$ cat config.mk
export PLATFORM = sky130hd
export DESIGN_NAME = cmp_sweep
export DESIGN_NICKNAME = d
export VERILOG_FILES = /design/src/rtl/tb_check_pkg.sv /design/src/rtl/tb_check_ctrl_cmp_sweep.sv
export SDC_FILE = /design/constraint.sdc
export NUM_CORES = 1
export LEC_CHECK = 0
export CAP_MARGIN = 40
export CORE_MARGIN = 2
export CORE_UTILIZATION = 27
export DETAILED_ROUTE_END_ITERATION = 10
export MAX_ROUTING_LAYER = met4
export SYNTH_ARGS = -nofsm -noshare
export SYNTH_HDL_FRONTEND = slang
export SYNTH_SLANG_ARGS = --single-unit
$ cat constraint.sdc
create_clock -name clk -period 2 [get_ports clk]
set_clock_uncertainty 0.05 [all_clocks]
set_input_delay 0.4 -clock clk [delete_from_list [all_inputs] [get_ports clk]]
set_output_delay 0.4 -clock clk [all_outputs]
set_load 0.02 [all_outputs]
$ cat src/rtl/tb_check_pkg.sv
// Shared types for the end-of-test check controller: FSM states, mismatch record and
// the default answer-window base.
package tb_check_pkg;

  typedef enum logic [2:0] {
    RST_HOLD,
    RUN,
    DRAIN,
    CMP_REG,
    CMP_MEM,
    DONE
  } state_t;

  localparam int MIS_W = 32;

  typedef struct packed {
    logic             is_mem;
    logic [15:0]      addr;
    logic [MIS_W-1:0] got;
    logic [MIS_W-1:0] exp;
  } mis_t;

  localparam int unsigned DEF_MEM_BASE = 32'h9000;

endpackage

$ cat src/rtl/tb_check_ctrl_cmp_sweep.sv
// Address generator plus one-stage compare pipeline; entry i issued at cycle t is
// compared at t+1 and a mismatch is reported (registered) at t+2.
module cmp_sweep
  import tb_check_pkg::*;
#(
  parameter int          XLEN   = 32,
  parameter int          COUNT  = 32,
  parameter int unsigned BASE   = 0,
  parameter int unsigned STRIDE = 1,
  parameter int          AW     = 16
) (
  input  logic            clk,
  input  logic            rst,
  input  logic            en,
  output logic [AW-1:0]   addr,
  input  logic [XLEN-1:0] rd_data,
  input  logic [XLEN-1:0] gold_data,
  output logic            last,
  output logic            hit,
  output logic            mis_valid,
  output logic [AW-1:0]   mis_addr,
  output logic [XLEN-1:0] mis_got,
  output logic [XLEN-1:0] mis_exp
);

  localparam int IW = $clog2(COUNT + 1);

  logic [IW-1:0] idx;
  logic [AW-1:0] addr_cur;
  logic [AW-1:0] addr_hold;
  logic [AW-1:0] addr_p0;
  logic          issue;
  logic          vld_p0;

  // Address wraps at AW bits; outside an active issue the last address is held.
  assign last     = (idx == IW'(COUNT));
  assign issue    = en && !last;
  assign addr_cur = AW'(BASE + STRIDE * 32'(idx));
  assign addr     = issue ? addr_cur : addr_hold;
  assign hit      = vld_p0 && (rd_data != gold_data);

  // Stage p0: issued address waits one cycle for the read data.
  always_ff @(posedge clk) begin
    if (rst) begin
      idx       <= '0;
      addr_hold <= '0;
      vld_p0    <= 1'b0;
    end else begin
      vld_p0 <= issue;
      if (issue) begin
        idx       <= idx + IW'(1);
        addr_hold <= addr_cur;
      end
    end
  end

  always_ff @(posedge clk) begin
    if (issue) addr_p0 <= addr_cur;
  end

  // Stage p1: registered mismatch report.
  always_ff @(posedge clk) begin
    if (rst) begin
      mis_valid <= 1'b0;
      mis_addr  <= '0;
      mis_got   <= '0;
      mis_exp   <= '0;
    end else begin
      mis_valid <= hit;
      if (hit) begin
        mis_addr <= addr_p0;
        mis_got  <= rd_data;
        mis_exp  <= gold_data;
      end
    end
  end

endmodule

==> results.py <==
metrics = {
    "cells_and_area": {
        "post-route-util_pct": 43.2,
        "drive_gt1_share_pct": 26.5,
        "area_growth_pct": 55.1,
        "nets": 705,
    },
    "clock_network": {
        "clk_latency_ns": 0.35,
        "cts.sinks": 100,
        "tritoncts": "built",
        "cts.htree.levels": 3,
        "clk_pin_slew_ns": 0.07,
        "root_buffer": "clkbuf_16",
        "clockBufferDepth": 2,
        "numCtsBuffers": 9,
    },
    "run": {
        "drv_cap": 0,
    },
    "logic_synthesis": {
        "ys.warnings.count": 0,
        "syn_avg_cell_area_um2": 10.2,
        "ys_seq_area_share_pct": 44.4,
        "ys_ff_latch": 100,
        "synth-main-ff-cell": "dfxtp_1",
        "synthCells": 456,
        "synth_top_area_share_pct": 40.5,
        "synth_top_cell_by_area": "dfxtp_1",
        "ys_top_cells_by_area": "dfxtp_1 (40%), nand2b_1 (19%), mux2i_1 (15%)",
        "synth_simple_gate_area_share_pct": 26.0,
        "synth_common_cells": "nand2b_1 (140), dfxtp_1 (94), mux2i_1 (70), xnor2_1 (34), nor2b_1 (27)",
        "muxShareOfSynthArea_pct": 15.6,
        "synthAdderAreaFrac_pct": 0.539,
        "synth_top_family_by_area": "simple AND/OR/NAND/NOR gates",
        "netlist_area_um2": 4650,
        "synth_xor_area_share_pct": 6.97,
        "synth_cell_types": 25,
        "synth_compound_area_share_pct": 0.862,
        "ys_async_sr_fraction_pct": 0,
        "synth_edf_count": 6,
        "yosysMostFrequentCell": "nand2b_1",
    },
    "pwr": {
        "vdd_drop_max_uv": 410,
        "leakagePower_nw": 2.88,
        "total_power_w": 0.00488,
        "powerDensity_nw_per_um2": 677,
    },
    "die": {
        "die_w_um": 135,
        "io_pins": 166,
        "row_count": 47,
        "die_area_um2": 18300,
        "start_util_pct": 27.8,
        "core-area_um2": 16700,
        "die_y_um": 135,
    },
    "min_path": {
        "min_from": "gold_data[9]",
        "hold_path_class": "primary input to register",
        "hold_end": "mis_exp[9]",
        "whs_path_depth": 3,
    },
    "detailed_routing": {
        "dr.pass1.iters": 4,
        "drtAntennaViolNets": 0,
        "drt_iter0_markers": 109,
        "routed_via_density": 4.24,
        "vias": 3651,
        "routedWlPerCell_um": 15.4,
        "drc": 0,
        "wirelength_mm": 13.3,
    },
    "critical_path": {
        "slowest_stage": "dfxtp_2",
        "worstSetupStartpointType": "register",
        "slowest_delay_ns": 0.34,
        "crit_fanout": 6,
        "rr_endpoint": "addr_hold[7]",
        "reg2reg_depth": 10,
        "worstSetupEndpointType": "primary output",
        "worst-path-buf-inv": 3,
        "r2r_slack_ns": 0.31,
        "r2r-start": "idx[1]",
        "critPathKind": "register to primary output",
        "critPathLaunch": "idx[1]",
        "worstPathArrival_ns": 1.84,
        "cp_cell_sequence": "inv_2, ha_4, nor2b_4, and3_4, nand2b_4, inv_8, mux2_4, buf_6",
        "cp_top_family": "simple AND/OR/NAND/NOR gates",
        "crit_required_ns": 1.55,
    },
    "global_routing": {
        "grt_max_degree": 50,
        "grtUsageMet1_pct": 17.9,
        "grt_first_pass_wirelength_mm": 20.6,
        "grt_pass1_vias": 3804,
        "grt_util_all_layers_pct": 15.2,
        "gr-total-overflow": 0,
        "use_met3_pct": 4.12,
        "grt.busiest_layer": "met2",
        "grt_util_met2_pct": 25.4,
        "grt_antenna_before_repair": 1,
    },
    "timing": {
        "fin_crit_ns": 2.29,
        "hold_viol": 0,
        "fin_ws_ns": -0.288,
        "setup_viol": 17,
        "timing.final.crit_share_pct": 114,
        "finalMaxSlewViolations": 0,
        "clock.fmax_mhz": 437,
        "rsz0062_at_grt": "yes",
    },
    "outcome": {
        "violations": "setup timing",
        "status": "finished, violations left",
    },
    "place": {
        "io_buffers": 155,
        "gp_congestion": 0.762,
        "hpwl_mm": 9.49,
    },
}
## logic make-up (layout without fill, tap and decap cells)
group	Yosys count	after routing
and+or+nand+nor	197	197
DFF	100	100
muxes	72	72
buffers and inverters	41	217
xor gates and xnor gates	37	37
AOI/OAI and AO/OA	6	6
adders and majority gates	2	2
other	1	11
## through the flow
stage                     hold WS [ns]  TNS [ns]  instance area, um^2  worst slack [ns]  instances
after global placement           0.405    -65.29                 6660             -1.02        847
final                            0.266     -3.73                 7210            -0.288        862
after floorplan                  0.382         0                 4690           0.00249        465
after detailed placement         0.409    -62.22                 6660            -0.956        847
after global routing             0.264     -4.86                 7210            -0.343        862
after CTS                        0.370     -4.00                 7340            -0.302        867
## where the power goes
group	total (W)	switching, W	internal, W
sequential	0.00214	0.0000444	0.00210
clock	0.00180	0.000794	0.00100
combinational	0.000942	0.000451	0.000491
total	0.00488	0.00129	0.00359
## layout make-up
class,count,area [um^2]
well taps,220,275
inverters,4,22.5
fillers,1643,9490
flip-flops and latches,100,2060
clock inverters,6,63.8
repair buffers,197,1850
multi-input cells,324,2690
diodes,1,2.50
clock buffers,10,239
## worst register-to-register path: cells and delay by family, from the launching register on
family / cells / cell delay, ns
DFF: 1 / 0.34
adders and majority gates: 1 / 0.14
buffers and inverters: 4 / 0.42
and+or+nand+nor: 5 / 0.60
## sequential cells by signal, indices dropped and copies added, names as in the netlist
| name | count |
|---|---|
| mis_valid | 1 |
| vld_p0 | 1 |
| mis_got | 32 |
| idx | 6 |
| addr_p0 | 6 |
| addr_hold | 16 |
| mis_exp | 32 |
| mis_addr | 6 |
## cell usage in the layout, fill, tap and decap left out, drive strengths merged
| cell | synthesis | layout |
|---|---|---|
| bufinv | 0 | 1 |
| nor2 | 10 | 10 |
| a21oi | 3 | 3 |
| dfxtp | 94 | 94 |
| conb | 1 | 10 |
| clkdlybuf4s50 | 0 | 72 |
| and3 | 2 | 2 |
| a22o | 2 | 2 |
| nand4 | 10 | 10 |
| buf | 19 | 62 |
| mux2 | 2 | 2 |
| clkinv | 0 | 3 |
| nand2b | 141 | 141 |
| mux2i | 70 | 70 |
| clkdlybuf4s15 | 0 | 11 |
| dlygate4sd2 | 0 | 11 |
| nor4 | 2 | 2 |
| diode | 0 | 1 |
| nor2b | 27 | 27 |
| xor2 | 3 | 3 |
| nand2 | 5 | 5 |
| dlymetal6s2s | 0 | 1 |
| a21boi | 1 | 1 |
| clkinvlp | 0 | 2 |
| edfxtp | 6 | 6 |
| ha | 2 | 2 |
| xnor2 | 34 | 34 |
| inv | 4 | 4 |
| clkbuf | 18 | 48 |
| bufbuf | 0 | 2 |
## metal layers
| layer | share of wire (%) | vias up |
|---|---|---|
| met5 | 0 | - |
| met4 | 1.8 | 0 |
| met3 | 6.8 | 15 |
| met2 | 49 | 111 |
| met1 | 42 | 1710 |
| li1 | - | 1815 |
## worst max-delay path by stage
stage	to	cells after the start
floorplan	addr[5]	9
global placement	hit	7
detailed placement	hit	8
CTS	addr[1]	8
global route	addr[1]	8
finish	addr[1]	8
## timing repair
action | CTS | global route
endpoints found under the setup margin | 89 | 45
buffers inserted | 4 | 0
pin swaps | 32 | 41
resized for setup | 241 | 102
hold buffers | 0 | 0
gates cloned | 3 | 0
Note: power is estimated with default switching activity, not from simulation.
